`config.mk`:
```
export PLATFORM = sky130hd
export DESIGN_NAME = req_queue4_flat
export DESIGN_NICKNAME = d
export VERILOG_FILES = /design/src/rtl/req_queue4_if.sv /design/src/rtl/req_queue4.sv /design/src/flat_wrapper.sv
export SDC_FILE = /design/constraint.sdc
export NUM_CORES = 1
export LEC_CHECK = 0
export CORE_MARGIN = 2
export CORE_UTILIZATION = 45
export CTS_CLUSTER_SIZE = 20
export DETAILED_ROUTE_END_ITERATION = 6
export HOLD_SLACK_MARGIN = 0.02
export PLACE_DENSITY = 0.67
export SLEW_MARGIN = 20
export SYNTH_ARGS = -nofsm -noshare
export SYNTH_HDL_FRONTEND = slang
export SYNTH_SLANG_ARGS = --single-unit
```
`constraint.sdc`:
```
create_clock -name clock -period 2.54 [get_ports clock]
set_clock_uncertainty 0.2 [all_clocks]
set_input_delay 0.762 -clock clock [delete_from_list [all_inputs] [get_ports clock]]
set_output_delay 0.762 -clock clock [all_outputs]
set_load 0.01 [all_outputs]
```
`src/rtl/req_queue4_if.sv`:
```
// rtl/req_queue4_if.sv - push, grant and pop-output bundle between lane clients, selector and req_queue4.
interface req_queue4_if #(
  parameter int DATA_W = 8,
  parameter int DEPTH  = 4
);
  localparam int CW = $clog2(DEPTH) + 1;

  logic [3:0]          in_valid;
  logic [4*DATA_W-1:0] in_data;
  logic [3:0]          in_ready;
  logic [3:0]          req;
  logic [3:0]          gnt;
  logic                out_valid;
  logic [DATA_W-1:0]   out_data;
  logic [1:0]          out_id;
  logic [4*CW-1:0]     lane_cnt;

  modport master (
    output in_valid, in_data, gnt,
    input  in_ready, req, out_valid, out_data, out_id, lane_cnt
  );

  modport slave (
    input  in_valid, in_data, gnt,
    output in_ready, req, out_valid, out_data, out_id, lane_cnt
  );
endinterface

```
`src/rtl/req_queue4.sv`:
```
// rtl/req_queue4.sv - four per-lane request FIFOs feeding a rotating selector, one registered pop port.
// Define REQ_QUEUE_ERR_EN to add the sticky err output for illegal grants.
module req_queue4 #(
  parameter int DATA_W = 8,
  parameter int DEPTH  = 4
) (
  input  logic        clock,
  input  logic        reset,
  req_queue4_if.slave q
`ifdef REQ_QUEUE_ERR_EN
  ,
  output logic        err
`endif
);
  localparam int AW = $clog2(DEPTH);
  localparam int CW = AW + 1;

  logic [DATA_W-1:0] mem  [4][DEPTH];
  logic [AW-1:0]     wptr [4];
  logic [AW-1:0]     rptr [4];
  logic [CW-1:0]     cnt  [4];

  logic [3:0]        ready_v;
  logic [3:0]        req_v;
  logic [4*CW-1:0]   cnt_v;
  logic [3:0]        push;
  logic [3:0]        pop;
  logic              pop_any;
  logic [1:0]        pop_lane;

  logic              out_valid_r;
  logic [DATA_W-1:0] out_data_r;
  logic [1:0]        out_id_r;

  // Flags come from the registered counts only, so a full lane stays not-ready even while popped.
  always_comb begin
    ready_v = '0;
    req_v   = '0;
    cnt_v   = '0;
    push    = '0;
    for (int i = 0; i < 4; i++) begin
      ready_v[i]          = (cnt[i] != CW'(DEPTH));
      req_v[i]            = (cnt[i] != '0);
      cnt_v[i*CW +: CW]   = cnt[i];
      push[i]             = q.in_valid[i] && ready_v[i];
    end
  end

  // Downward scan leaves the lowest-index live grant selected when gnt is multi-hot.
  always_comb begin
    pop      = '0;
    pop_any  = 1'b0;
    pop_lane = 2'd0;
    for (int i = 3; i >= 0; i--) begin
      if (q.gnt[i] && req_v[i]) begin
        pop_any  = 1'b1;
        pop_lane = 2'(i);
      end
    end
    if (pop_any) begin
      pop[pop_lane] = 1'b1;
    end
  end

  always_ff @(posedge clock) begin
    for (int i = 0; i < 4; i++) begin
      if (push[i]) begin
        mem[i][wptr[i]] <= q.in_data[i*DATA_W +: DATA_W];
      end
    end
  end

  always_ff @(posedge clock or posedge reset) begin
    if (reset) begin
      for (int i = 0; i < 4; i++) begin
        wptr[i] <= '0;
        rptr[i] <= '0;
        cnt[i]  <= '0;
      end
      out_valid_r <= 1'b0;
      out_data_r  <= '0;
      out_id_r    <= 2'd0;
    end else begin
      for (int i = 0; i < 4; i++) begin
        if (push[i]) begin
          wptr[i] <= wptr[i] + 1'b1;
        end
        if (pop[i]) begin
          rptr[i] <= rptr[i] + 1'b1;
        end
        cnt[i] <= cnt[i] + CW'(push[i]) - CW'(pop[i]);
      end
      out_valid_r <= pop_any;
      if (pop_any) begin
        out_data_r <= mem[pop_lane][rptr[pop_lane]];
        out_id_r   <= pop_lane;
      end
    end
  end

`ifdef REQ_QUEUE_ERR_EN
  logic illegal;

  assign illegal = ((q.gnt & (q.gnt - 4'd1)) != 4'd0) || ((q.gnt & ~req_v) != 4'd0);

  always_ff @(posedge clock or posedge reset) begin
    if (reset) begin
      err <= 1'b0;
    end else if (illegal) begin
      err <= 1'b1;
    end
  end
`endif

  assign q.in_ready  = ready_v;
  assign q.req       = req_v;
  assign q.lane_cnt  = cnt_v;
  assign q.out_valid = out_valid_r;
  assign q.out_data  = out_data_r;
  assign q.out_id    = out_id_r;
endmodule

```
`src/flat_wrapper.sv`:
```
// flat-port wrapper written by rule: the top's interface ports become plain ports
module req_queue4_flat 
#(
  parameter int DATA_W = 8,
  parameter int DEPTH  = 4
)
  (clock, reset, q_in_valid, q_in_data, q_gnt, q_in_ready, q_req, q_out_valid, q_out_data, q_out_id, q_lane_cnt);
  req_queue4_if #(.DATA_W(DATA_W), .DEPTH(DEPTH)) q_i ();
  input  logic clock;
  input  logic reset;
  input wire logic [$bits(q_i.in_valid)-1:0] q_in_valid;
  input wire logic [$bits(q_i.in_data)-1:0] q_in_data;
  input wire logic [$bits(q_i.gnt)-1:0] q_gnt;
  output wire logic [$bits(q_i.in_ready)-1:0] q_in_ready;
  output wire logic [$bits(q_i.req)-1:0] q_req;
  output wire logic [$bits(q_i.out_valid)-1:0] q_out_valid;
  output wire logic [$bits(q_i.out_data)-1:0] q_out_data;
  output wire logic [$bits(q_i.out_id)-1:0] q_out_id;
  output wire logic [$bits(q_i.lane_cnt)-1:0] q_lane_cnt;
  assign q_i.in_valid = q_in_valid;
  assign q_i.in_data = q_in_data;
  assign q_i.gnt = q_gnt;
  assign q_in_ready = q_i.in_ready;
  assign q_req = q_i.req;
  assign q_out_valid = q_i.out_valid;
  assign q_out_data = q_i.out_data;
  assign q_out_id = q_i.out_id;
  assign q_lane_cnt = q_i.lane_cnt;
  req_queue4 #(.DATA_W(DATA_W), .DEPTH(DEPTH)) u_core (.clock(clock), .reset(reset), .q(q_i));
endmodule
```
## Word-level counts from Yosys, hierarchy flattened

Memories as Yosys holds them, arrays and structs flattened.
Cells that the tools add are included.

- Bits in registers: 39
- RAM bits: 128
- Bits of input ports: 42
- Output and inout port bits: 31
- Word-level logic and storage cells: 104
- Memories: 1

Memories:

| name | words | width | read ports | clocked after Yosys merged registers in | wr ports | RTL line | source |
|---|---|---|---|---|---|---|---|
| u_core.mem | 4 | 32 | 1 | 0 | 4 | req_queue4.sv:18 | `logic [DATA_W-1:0] mem [4][DEPTH];` |

- Add/sub/neg operators: 16
- $lt $le $gt $ge: 12
- Equal/unequal tests: 4
- Multiplexer cells: 33
- Bitwise operators: 6
- Reductions and logical operators: 17

Operators with widths:

| kind | count |
|---|---|
| 2-to-1 mux 32 bit | 4 |
| demux 8 bit (select 2 bit) | 4 |
| 2-to-1 mux 8 bit | 6 |
| greater-or-equal comparator 3 bit (second input constant) | 6 |
| NOT 2 -> 3 bit | 6 |
| adder 2 x 1 -> 2 bit (second input constant) | 8 |
| binary-select mux 8 bit (select 2 bit) | 1 |
| logical AND 1 bit | 13 |
| adder 3 x 1 -> 3 bit | 4 |
| < comparator 3 x 1 -> 1 bit (second input constant) | 4 |
| 2-to-1 mux 2 bit | 6 |
| inequality test 3 bit (second input constant) | 4 |
| nonzero test 3 bit | 4 |
| subtractor 3 x 1 -> 3 bit | 4 |
| 2-to-1 mux 1 bit | 9 |
| binary-select mux 2 bit (select 2 bit) | 1 |
| 2-to-1 mux 4 bit | 1 |
| < comparator 2 x 3 -> 1 bit (second input constant) | 1 |
| demux 1 bit (select 2 bit) | 1 |
| greater-or-equal comparator 2 x 1 -> 1 bit (second input constant) | 1 |

## Longest topological paths before layout

Gate-level depths: netlist of the first run.

- Depth in word-level cells: 14
- Mapped depth: 13
- Depth with buffers taken out: 12

## Least setup slack after synthesis of the first run

No wires, ideal clock.

- Kind: input to register
- Start point: input port q_gnt[1]
- End point: register u_core.cnt (netlist bit u_core.q.lane_cnt[8])
- Arrival: 2.549 ns
- Required time: 2.211 ns
- Slack: -0.338 ns
- Cell stages on the path: 12
- Path buffers: 2
- Path through: o31a_1 > buf_2 > nor2_1 > nand2_1 > inv_1 > buf_2 > ha_1 > inv_1 > ha_1 > fa_1 > xor2_1 > xnor2_1

- Word-level cells in the longest chain between the ends: 9
- Elaborated cells on any way between the ends: 12
- Classes of those cells: 1 x add/sub; 2 x order compare; 7 x mux; 2 x reduce/logical

RTL lines:

| what | RTL line | source |
|---|---|---|
| start, declared | flat_wrapper.sv:13 | `input wire logic [$bits(q_i.gnt)-1:0] q_gnt;` |
| logical AND 1 bit * | req_queue4.sv:55 | `if (q.gnt[i] && req_v[i]) begin` |
| 2-to-1 mux 2 bit (2 in series) | req_queue4.sv:55 |  |
| < comparator 2 x 3 -> 1 bit (not written as such) / greater-or-equal comparator 2 x 1 -> 1 bit (equally long branches) | req_queue4.sv:61 | `pop[pop_lane] = 1'b1;` |
| logical AND 1 bit (not written as such) | req_queue4.sv:61 |  |
| 2-to-1 mux 1 bit (not written as such) | req_queue4.sv:61 |  |
| demux 1 bit (select 2 bit) | - |  |
| 2-to-1 mux 4 bit * | req_queue4.sv:60 | `if (pop_any) begin` |
| named net u_core.pop[2] | req_queue4.sv:27 | `logic [3:0] pop;` |
| subtractor 3 x 1 -> 3 bit * | req_queue4.sv:91 | `cnt[i] <= cnt[i] + CW'(push[i]) - CW'(pop[i]);` |
| end signal, assigned by index | req_queue4.sv:91 |  |
| end, declared | req_queue4.sv:21 | `logic [CW-1:0] cnt [4];` |

The timed path passes the listed nets; every way through them passes the cells marked *.
A chain may end at the register's enable or synchronous reset.

## Worst setup path after layout of the first run

- Start point: register u_core.cnt (netlist bit u_core.q.lane_cnt[4])
- End point: register u_core.out_data_r[3] (netlist: u_core.q.out_data[3])

- Word-level cells in the longest chain between the ends: 12
- Elaborated cells on any way between the ends: 15
- Classes of those cells: 10 x mux; 2 x bitwise; 2 x reduce/logical; 1 x memory

RTL lines:

| what | RTL line | source |
|---|---|---|
| nonzero test 3 bit * | req_queue4.sv:43 | `req_v[i] = (cnt[i] != '0);` |
| logical AND 1 bit * | req_queue4.sv:55 |  |
| 2-to-1 mux 2 bit (2 in series) | req_queue4.sv:55 |  |
| NOT 2 -> 3 bit (not written as such) | req_queue4.sv:95 | `out_data_r <= mem[pop_lane][rptr[pop_lane]];` |
| binary-select mux 2 bit (select 2 bit) | req_queue4.sv:95 |  |
| 2-to-1 mux 2 bit (not written as such) (2 in series) | req_queue4.sv:95 |  |
| NOT 2 -> 3 bit (not written as such) | req_queue4.sv:95 |  |
| binary-select mux 8 bit (select 2 bit) | req_queue4.sv:95 |  |
| 2-to-1 mux 8 bit (not written as such) (2 in series) | req_queue4.sv:95 |  |
| end signal, assigned | req_queue4.sv:95 |  |
| end, declared | req_queue4.sv:32 | `logic [DATA_W-1:0] out_data_r;` |

Mark *: on every way between the ends. The rest lies on a longest branch, timed or not. The select of a mux whose other input is x is not followed.

==> results.ini, run 1 <==
[layout]
final_core_utilization_pct=64.5
layout.filler_cells=1105
post_route_cells_drive_above_1_share_pct=33.0
finish.instance_area_sq_um=9870
layout_overhead_on_the_synthesized_area_pct=39.4
antennaDiodeCount=0
number_of_nets_in_the_final_layout=724

[critical_path]
crit_required_ps=2650
crit_path_start_kind=flip-flop
worstSetupEndpointType=flip-flop
crit_path_max_incr_delay_ps=400
slowest_stage=sky130_fd_sc_hd__dfrtp_1
critical-path-top-delay-family=compound AO/OA/AOI/OAI gates
worst-endpoint-arrival_ps=2770
setup.worst_path.class=flip-flop to flip-flop
timing.critical_path.buf_inv=3
ordered_list_of_cells_on_the_worst_path=o31a_1 -> buf_6 -> buf_16 -> o31a_4 -> nor2_4 -> buf_12 -> mux2_4 -> a211oi_4 -> a211oi_2
cp_max_fo=7

[logic_synthesis]
synth.most_common_cell=sky130_fd_sc_hd__edfxtp_1
synthesis.area_per_instance_sq_um=14.6
postSynthRegisterBits=167
synth_area_leaders=sky130_fd_sc_hd__edfxtp_1 (54%), sky130_fd_sc_hd__dfrtp_1 (14%), sky130_fd_sc_hd__ha_1 (4.2%)
ys.flop_type=sky130_fd_sc_hd__edfxtp_1
post-synth-top-area-fraction_pct=54.3
synth.net_count=554
netlist_area_sq_um=7080
synth_sequential_area_ratio_pct=68.1
synth-edff-count=128
ys_warn_count=0
ys_top_cells_by_count=sky130_fd_sc_hd__edfxtp_1 (128), sky130_fd_sc_hd__o21ai_0 (43), sky130_fd_sc_hd__dfrtp_1 (39), sky130_fd_sc_hd__inv_1 (27), sky130_fd_sc_hd__ha_1 (24)
synth-async-reset-ratio_pct=23.4
synthDominantAreaCellType=sky130_fd_sc_hd__edfxtp_1
synth.distinct_cells=48
syn_inst=484

[power]
largest_voltage_drop_on_the_vdd_net_v=0.000574
power.static_leakage_nw=3.71
final_total_power_mw=11.7
power.density_cell_area_nw_per_um2=1190

[clock_tree]
clock_h_tree_levels=4
numClockSinks=167
insertion_delay_ps=430
clk_root_buffer_cell=sky130_fd_sc_hd__clkbuf_16
cts_bufs_inserted=17
clk_pin_slew_worst_paths_ps=70
tritoncts_clock_tree=done
clk_path_buf_depth=2

[die]
design.core.area_sq_um=15300
die_width_um=129
floorplan.die_area_sq_um=16800
floorplan.initialDensity_pct=46.2
placementRows=45
io-pin-count=73
die_height_um=129

[job]
max_cap_viol=0

[detailed_routing]
post_drt_wl_per_cell_um=21.1
route.top_layer_used=met4
vias_per_cell=5.62
post_route_antenna_net_violation_count=0
detailedRoute.firstPassIterationCount=5
initialDrtViolationCount=390
route.detailed.drc=0
vias=4934
dr_wl_met2_um=8950
totalWireLength_um=18500
routedLengthMet1_um=7980
routed-wl-met3_um=1110

[timing]
period_minus_slack_ps=2660
slew_violations=0
clock.fmax_mhz=376
timing.final.crit_share_pct=105
setup_viol=9
max-slew-margin-rel_pct=65.8
final-hold-violation-count=0
unrepaired_setup_endpoints_after_global_routing=true
layout_setup_ws_ps=-119
worstMarginPinSlew_ps=513

[grt]
grt_use_total_pct=22.9
grt_pass1_wl_um=28200
via_count_of_the_first_global_routing_pass=4998
grt_max_degree=40
gr-total-overflow=0
antenna_found_initial=0

[placed_design]
numPortBuffers=72
finalWeightedCongestion=0.863
detailed_place_hpwl_um=12400
place_area_sq_um=8570

[outcome]
violations_in_the_final_reports=setup timing
status=complete, but fails checks

[min_path]
worst_min_delay_path_category=flip-flop to flip-flop

[metal layers]
| metal | GRT usage, % | up-vias |
|---|---|---|
| li1 | - | 2198 |
| met1 | 31.1 | 2510 |
| met2 | 36.5 | 189 |
| met3 | 5.12 | 37 |
| met4 | 8.86 | 0 |
| met5 | 0 | - |
[report_power, final]
group	total, mW	internal [mW]	switching (mW)
registers	4.16	3.74	0.419
clock network	2.56	1.46	1.10
logic	5.01	2.44	2.57
total	11.7	7.64	4.09
[layout by cell type, fill, tap and decap left out, types with 4 or more instances in the layout]
| cell type | count |
|---|---|
| sky130_fd_sc_hd__nand3_1 | 5 |
| sky130_fd_sc_hd__dfrtp_1 | 37 |
| sky130_fd_sc_hd__a22o_1 | 8 |
| sky130_fd_sc_hd__buf_6 | 9 |
| sky130_fd_sc_hd__inv_2 | 8 |
| sky130_fd_sc_hd__dlygate4sd2_1 | 6 |
| sky130_fd_sc_hd__o2bb2ai_1 | 4 |
| sky130_fd_sc_hd__ha_1 | 17 |
| sky130_fd_sc_hd__buf_4 | 80 |
| sky130_fd_sc_hd__o31ai_4 | 7 |
| sky130_fd_sc_hd__nor2_1 | 11 |
| sky130_fd_sc_hd__a211oi_2 | 7 |
| sky130_fd_sc_hd__o21ai_0 | 41 |
| sky130_fd_sc_hd__a221oi_1 | 10 |
| sky130_fd_sc_hd__o221ai_1 | 4 |
| sky130_fd_sc_hd__buf_12 | 6 |
| sky130_fd_sc_hd__and3_1 | 16 |
| sky130_fd_sc_hd__xnor2_1 | 13 |
| sky130_fd_sc_hd__mux2_4 | 6 |
| sky130_fd_sc_hd__fa_2 | 4 |
| sky130_fd_sc_hd__inv_1 | 18 |
| sky130_fd_sc_hd__and2_0 | 4 |
| sky130_fd_sc_hd__ha_4 | 6 |
| sky130_fd_sc_hd__xor2_1 | 4 |
| sky130_fd_sc_hd__o221ai_2 | 4 |
| sky130_fd_sc_hd__nand2_1 | 18 |
| sky130_fd_sc_hd__nor2_4 | 5 |
| sky130_fd_sc_hd__o22ai_1 | 4 |
| sky130_fd_sc_hd__edfxtp_1 | 128 |
| sky130_fd_sc_hd__a221o_1 | 12 |
| sky130_fd_sc_hd__clkbuf_16 | 17 |
| sky130_fd_sc_hd__clkdlybuf4s50_1 | 58 |
| sky130_fd_sc_hd__a21oi_1 | 15 |
[state kept, by name, indices dropped and copies added, names as in the netlist]
name and flops:
u_core.q.out_valid 1, u_core.q.out_id 2, u_core.q.lane_cnt 12, u_core.mem 128
u_core.rptr 8, u_core.wptr 8, u_core.q.out_data 8
[repair_timing]
| item | CTS | global route |
|---|---|---|
| gates resized for setup | 63 | 55 |
| cloned | 3 | 1 |
| setup buffers | 14 | 14 |
| pin swaps | 17 | 25 |
| endpoints found under the setup margin | 23 | 19 |
| hold buffers | 0 | 0 |
[area by class of cell]
cell class / count / area [sq um] / share of cell area (%)
Sequential cell: 167 / 4820 / 48.9
Multi-Input combinational cell: 269 / 2500 / 25.4
Timing Repair Buffer: 170 / 1590 / 16.1
Clock buffer: 19 / 433 / 4.39
Tap cell: 211 / 264 / 2.67
Clock inverter: 13 / 146 / 1.48
Inverter: 29 / 116 / 1.18
[through the flow]
step,TNS [ps],std cells,setup WS [ps],hold slack (ps)
final,-537,878,-119,292
after global routing,-1320,878,-157,313
after CTS,-247,863,-59.2,294
after detailed placement,-12710,814,-923,283
after global placement,-11600,814,-837,281
after floorplan,-569,484,-139,245
[worst paths after layout]
kind | start | to | slack [ps] | cells after the start
setup / recovery | u_core.q.lane_cnt[4]$_DFF_PP0_ | u_core.q.out_data[3]$_DFFE_PP0N_ | -120 | 9
hold / removal | u_core.rptr[1]$_DFFE_PP0P_ | u_core.rptr[1]$_DFFE_PP0P_ | 290 | 1
setup reg to reg | u_core.q.lane_cnt[4]$_DFF_PP0_ | u_core.q.out_data[3]$_DFFE_PP0N_ | -120 | 9
hold reg to reg | u_core.rptr[1]$_DFFE_PP0P_ | u_core.rptr[1]$_DFFE_PP0P_ | 290 | 1
max in group asynchronous | reset | u_core.q.lane_cnt[5]$_DFF_PP0_ | 1430 | 3
min in group asynchronous | reset | u_core.q.lane_cnt[2]$_DFF_PP0_ | 480 | 3
[cell families (layout without fill, tap and decap cells)]
logic type	Yosys count	in the layout	share of synthesized area, %
XOR/XNOR	20	20	2.47
buffers and inverters	49	231	2.90
AND/OR/NAND/NOR	76	77	5.81
multiplexers	8	8	1.27
adder cells (fa/ha/maj)	28	28	5.37
flip-flops	167	167	68.1
AO/OA/AOI/OAI	136	136	14.1
Power figures use the tool's default switching activity.
==> run 2, diff against run 1 <==
--- a/config.mk
+++ b/config.mk
@@ -11,6 +11,7 @@
 export DETAILED_ROUTE_END_ITERATION = 6
 export HOLD_SLACK_MARGIN = 0.02
 export PLACE_DENSITY = 0.67
+export SETUP_SLACK_MARGIN = 0.3
 export SLEW_MARGIN = 20
 export SYNTH_ARGS = -nofsm -noshare
 export SYNTH_HDL_FRONTEND = slang
==> run 2 against run 1 <==
The flow still finishes with violations (setup timing). Routed wire length down 6.0%. Clock power is essentially flat. Register-to-register slack better by 60 ps. Hold slack got worse by 7.4 ps. Combinational power increased by 3%. Sequential power barely moved. Setup slack gained 62 ps. Largest cell class unchanged.
==> results.ini, run 2 (synthesis gave the netlist of run 1 again) <==
[outcome]
status=complete, but fails checks
violations_in_the_final_reports=setup timing

[grt]
gr-total-overflow=0
grt_pass1_wl_um=26900
grt_max_degree=29
grt_use_total_pct=21.8
via_count_of_the_first_global_routing_pass=4851
antenna_found_initial=0

[detailed_routing]
totalWireLength_um=17400
vias_per_cell=5.41
post_route_antenna_net_violation_count=0
detailedRoute.firstPassIterationCount=4
post_drt_wl_per_cell_um=19.6
vias=4789
initialDrtViolationCount=441
route.detailed.drc=0

[placed_design]
detailed_place_hpwl_um=12200
dp_slack_ps=-659
numPortBuffers=72
place_area_sq_um=8670
finalWeightedCongestion=0.865

[min_path]
hold_path_end=u_core.q.out_id[1]$_DFFE_PP0N_
hold_depth=1
holdCritStartpoint=u_core.q.out_id[1]$_DFFE_PP0N_
worst_min_delay_path_category=flip-flop to flip-flop

[layout]
multiInputGateArea_sq_um=2590
number_of_nets_in_the_final_layout=732
layout_overhead_on_the_synthesized_area_pct=42.3
mostFrequentLayoutCells=sky130_fd_sc_hd__edfxtp_1 (128), sky130_fd_sc_hd__buf_4 (76), sky130_fd_sc_hd__o21ai_0 (39)
antennaDiodeCount=0
largest_register_ffs=128
finish.instance_area_sq_um=10100
final_common_cell=sky130_fd_sc_hd__edfxtp_1
seqCellArea_sq_um=4820
post_route_cells_drive_above_1_share_pct=37.3
layout.filler_cells=1070

[clock_tree]
cts_bufs_inserted=17
clk_pin_slew_worst_paths_ps=70
clock_h_tree_levels=4
clk_root_buffer_cell=sky130_fd_sc_hd__clkbuf_16
insertion_delay_ps=430
clk_path_buf_depth=2
tritoncts_clock_tree=done
numClockSinks=167

[critical_path]
crit_path_max_incr_delay_ps=430
critical-path-top-delay-family=compound AO/OA/AOI/OAI gates
crit-reg2reg-launch=u_core.q.lane_cnt[3]$_DFF_PP0_
worst-r2r-cell-count=8
ff_to_ff_setup_slack_ps=-60
crit_required_ps=2640
crit_path_start_kind=flip-flop
ordered_list_of_cells_on_the_worst_path=o31a_1 -> buf_6 -> buf_16 -> o31a_4 -> nor2_4 -> mux2_4 -> a211oi_4 -> a211oi_2
terminus_of_the_critical_flop_to_flop_path=u_core.q.out_data[3]$_DFFE_PP0N_
worst-endpoint-arrival_ps=2700
timing.critical_path.buf_inv=2
cp_max_fo=6
worstSetupEndpointType=flip-flop
setup.worst_path.class=flip-flop to flip-flop
slowest_stage=sky130_fd_sc_hd__dfrtp_1

[timing]
period_minus_slack_ps=2600
layout_setup_ws_ps=-56.4
worstMarginPinSlew_ps=694
setup_viol=2
max-slew-margin-rel_pct=53.4
slew_violations=0
clock.fmax_mhz=385
holdWs_ps=285
final-hold-violation-count=0
unrepaired_setup_endpoints_after_global_routing=true
timing.final.crit_share_pct=102

[die]
floorplan.initialDensity_pct=46.2
floorplan.die_area_sq_um=16800
die_width_um=129
design.core.area_sq_um=15300
io-pin-count=73
die_height_um=129
placementRows=45

[job]
max_cap_viol=0

[power]
final_total_power_mw=11.9
largest_voltage_drop_on_the_vdd_net_v=0.000589
power.density_cell_area_nw_per_um2=1180
power.static_leakage_nw=3.77

==> run 2: cell type report <==
cell class / count / share of cell area (%)
repair buffers: 179 / 16.6
flip-flops and latches: 167 / 47.9
clock buffers: 18 / 4.26
well taps: 211 / 2.62
inverters: 29 / 1.43
multi-input cells: 268 / 25.7
clock inverters: 14 / 1.49
==> run 2: metal layers <==
metal  GRT usage [%]  wire [um]
met1            30.4       7670
met5               0          0
met3            5.49       1250
met2            34.4       8260
met4            5.88        224
==> run 2: where the power goes <==
part           internal [mW]  switching [mW]
Combinational           2.55            2.62
Sequential              3.74           0.424
Clock                   1.45            1.08
Total                   7.74            4.12
==> run 2: through the flow <==
| step | TNS (ps) | cells | utilization, % |
|---|---|---|---|
| after floorplan | -598 | 484 | - |
| after global placement | -7960 | 822 | 56.6 |
| after detailed placement | -8820 | 822 | 56.6 |
| after CTS | 0 | 875 | 64.2 |
| after global routing | -368 | 886 | 65.8 |
| final | -66.3 | 886 | 65.8 |
==> run 2: repair_timing <==
| action | CTS | global route |
|---|---|---|
| pin swaps | 44 | 21 |
| cloned | 1 | 0 |
| endpoints found under the setup margin | 48 | 32 |
| hold buffers | 0 | 0 |
| setup buffers | 20 | 11 |
| resized for setup | 157 | 48 |
==> run 2: worst max path at each step <==
| stage | cells after the start | to | from | slack (ps) |
|---|---|---|---|---|
| 2_1_floorplan | 12 | u_core.q.lane_cnt[8]$_DFF_PP0_ | q_gnt[1] | -140 |
| 3_3_place_gp | 12 | u_core.q.lane_cnt[8]$_DFF_PP0_ | q_gnt[1] | -590 |
| 3_5_place_dp | 12 | u_core.q.lane_cnt[8]$_DFF_PP0_ | q_gnt[1] | -660 |
| 4_1_cts | 9 | u_core.q.out_data[3]$_DFFE_PP0N_ | u_core.q.lane_cnt[4]$_DFF_PP0_ | 10 |
| 5_1_grt | 8 | u_core.q.out_data[3]$_DFFE_PP0N_ | u_core.q.lane_cnt[5]$_DFF_PP0_ | -90 |
| 6_report | 8 | u_core.q.out_data[3]$_DFFE_PP0N_ | u_core.q.lane_cnt[3]$_DFF_PP0_ | -60 |
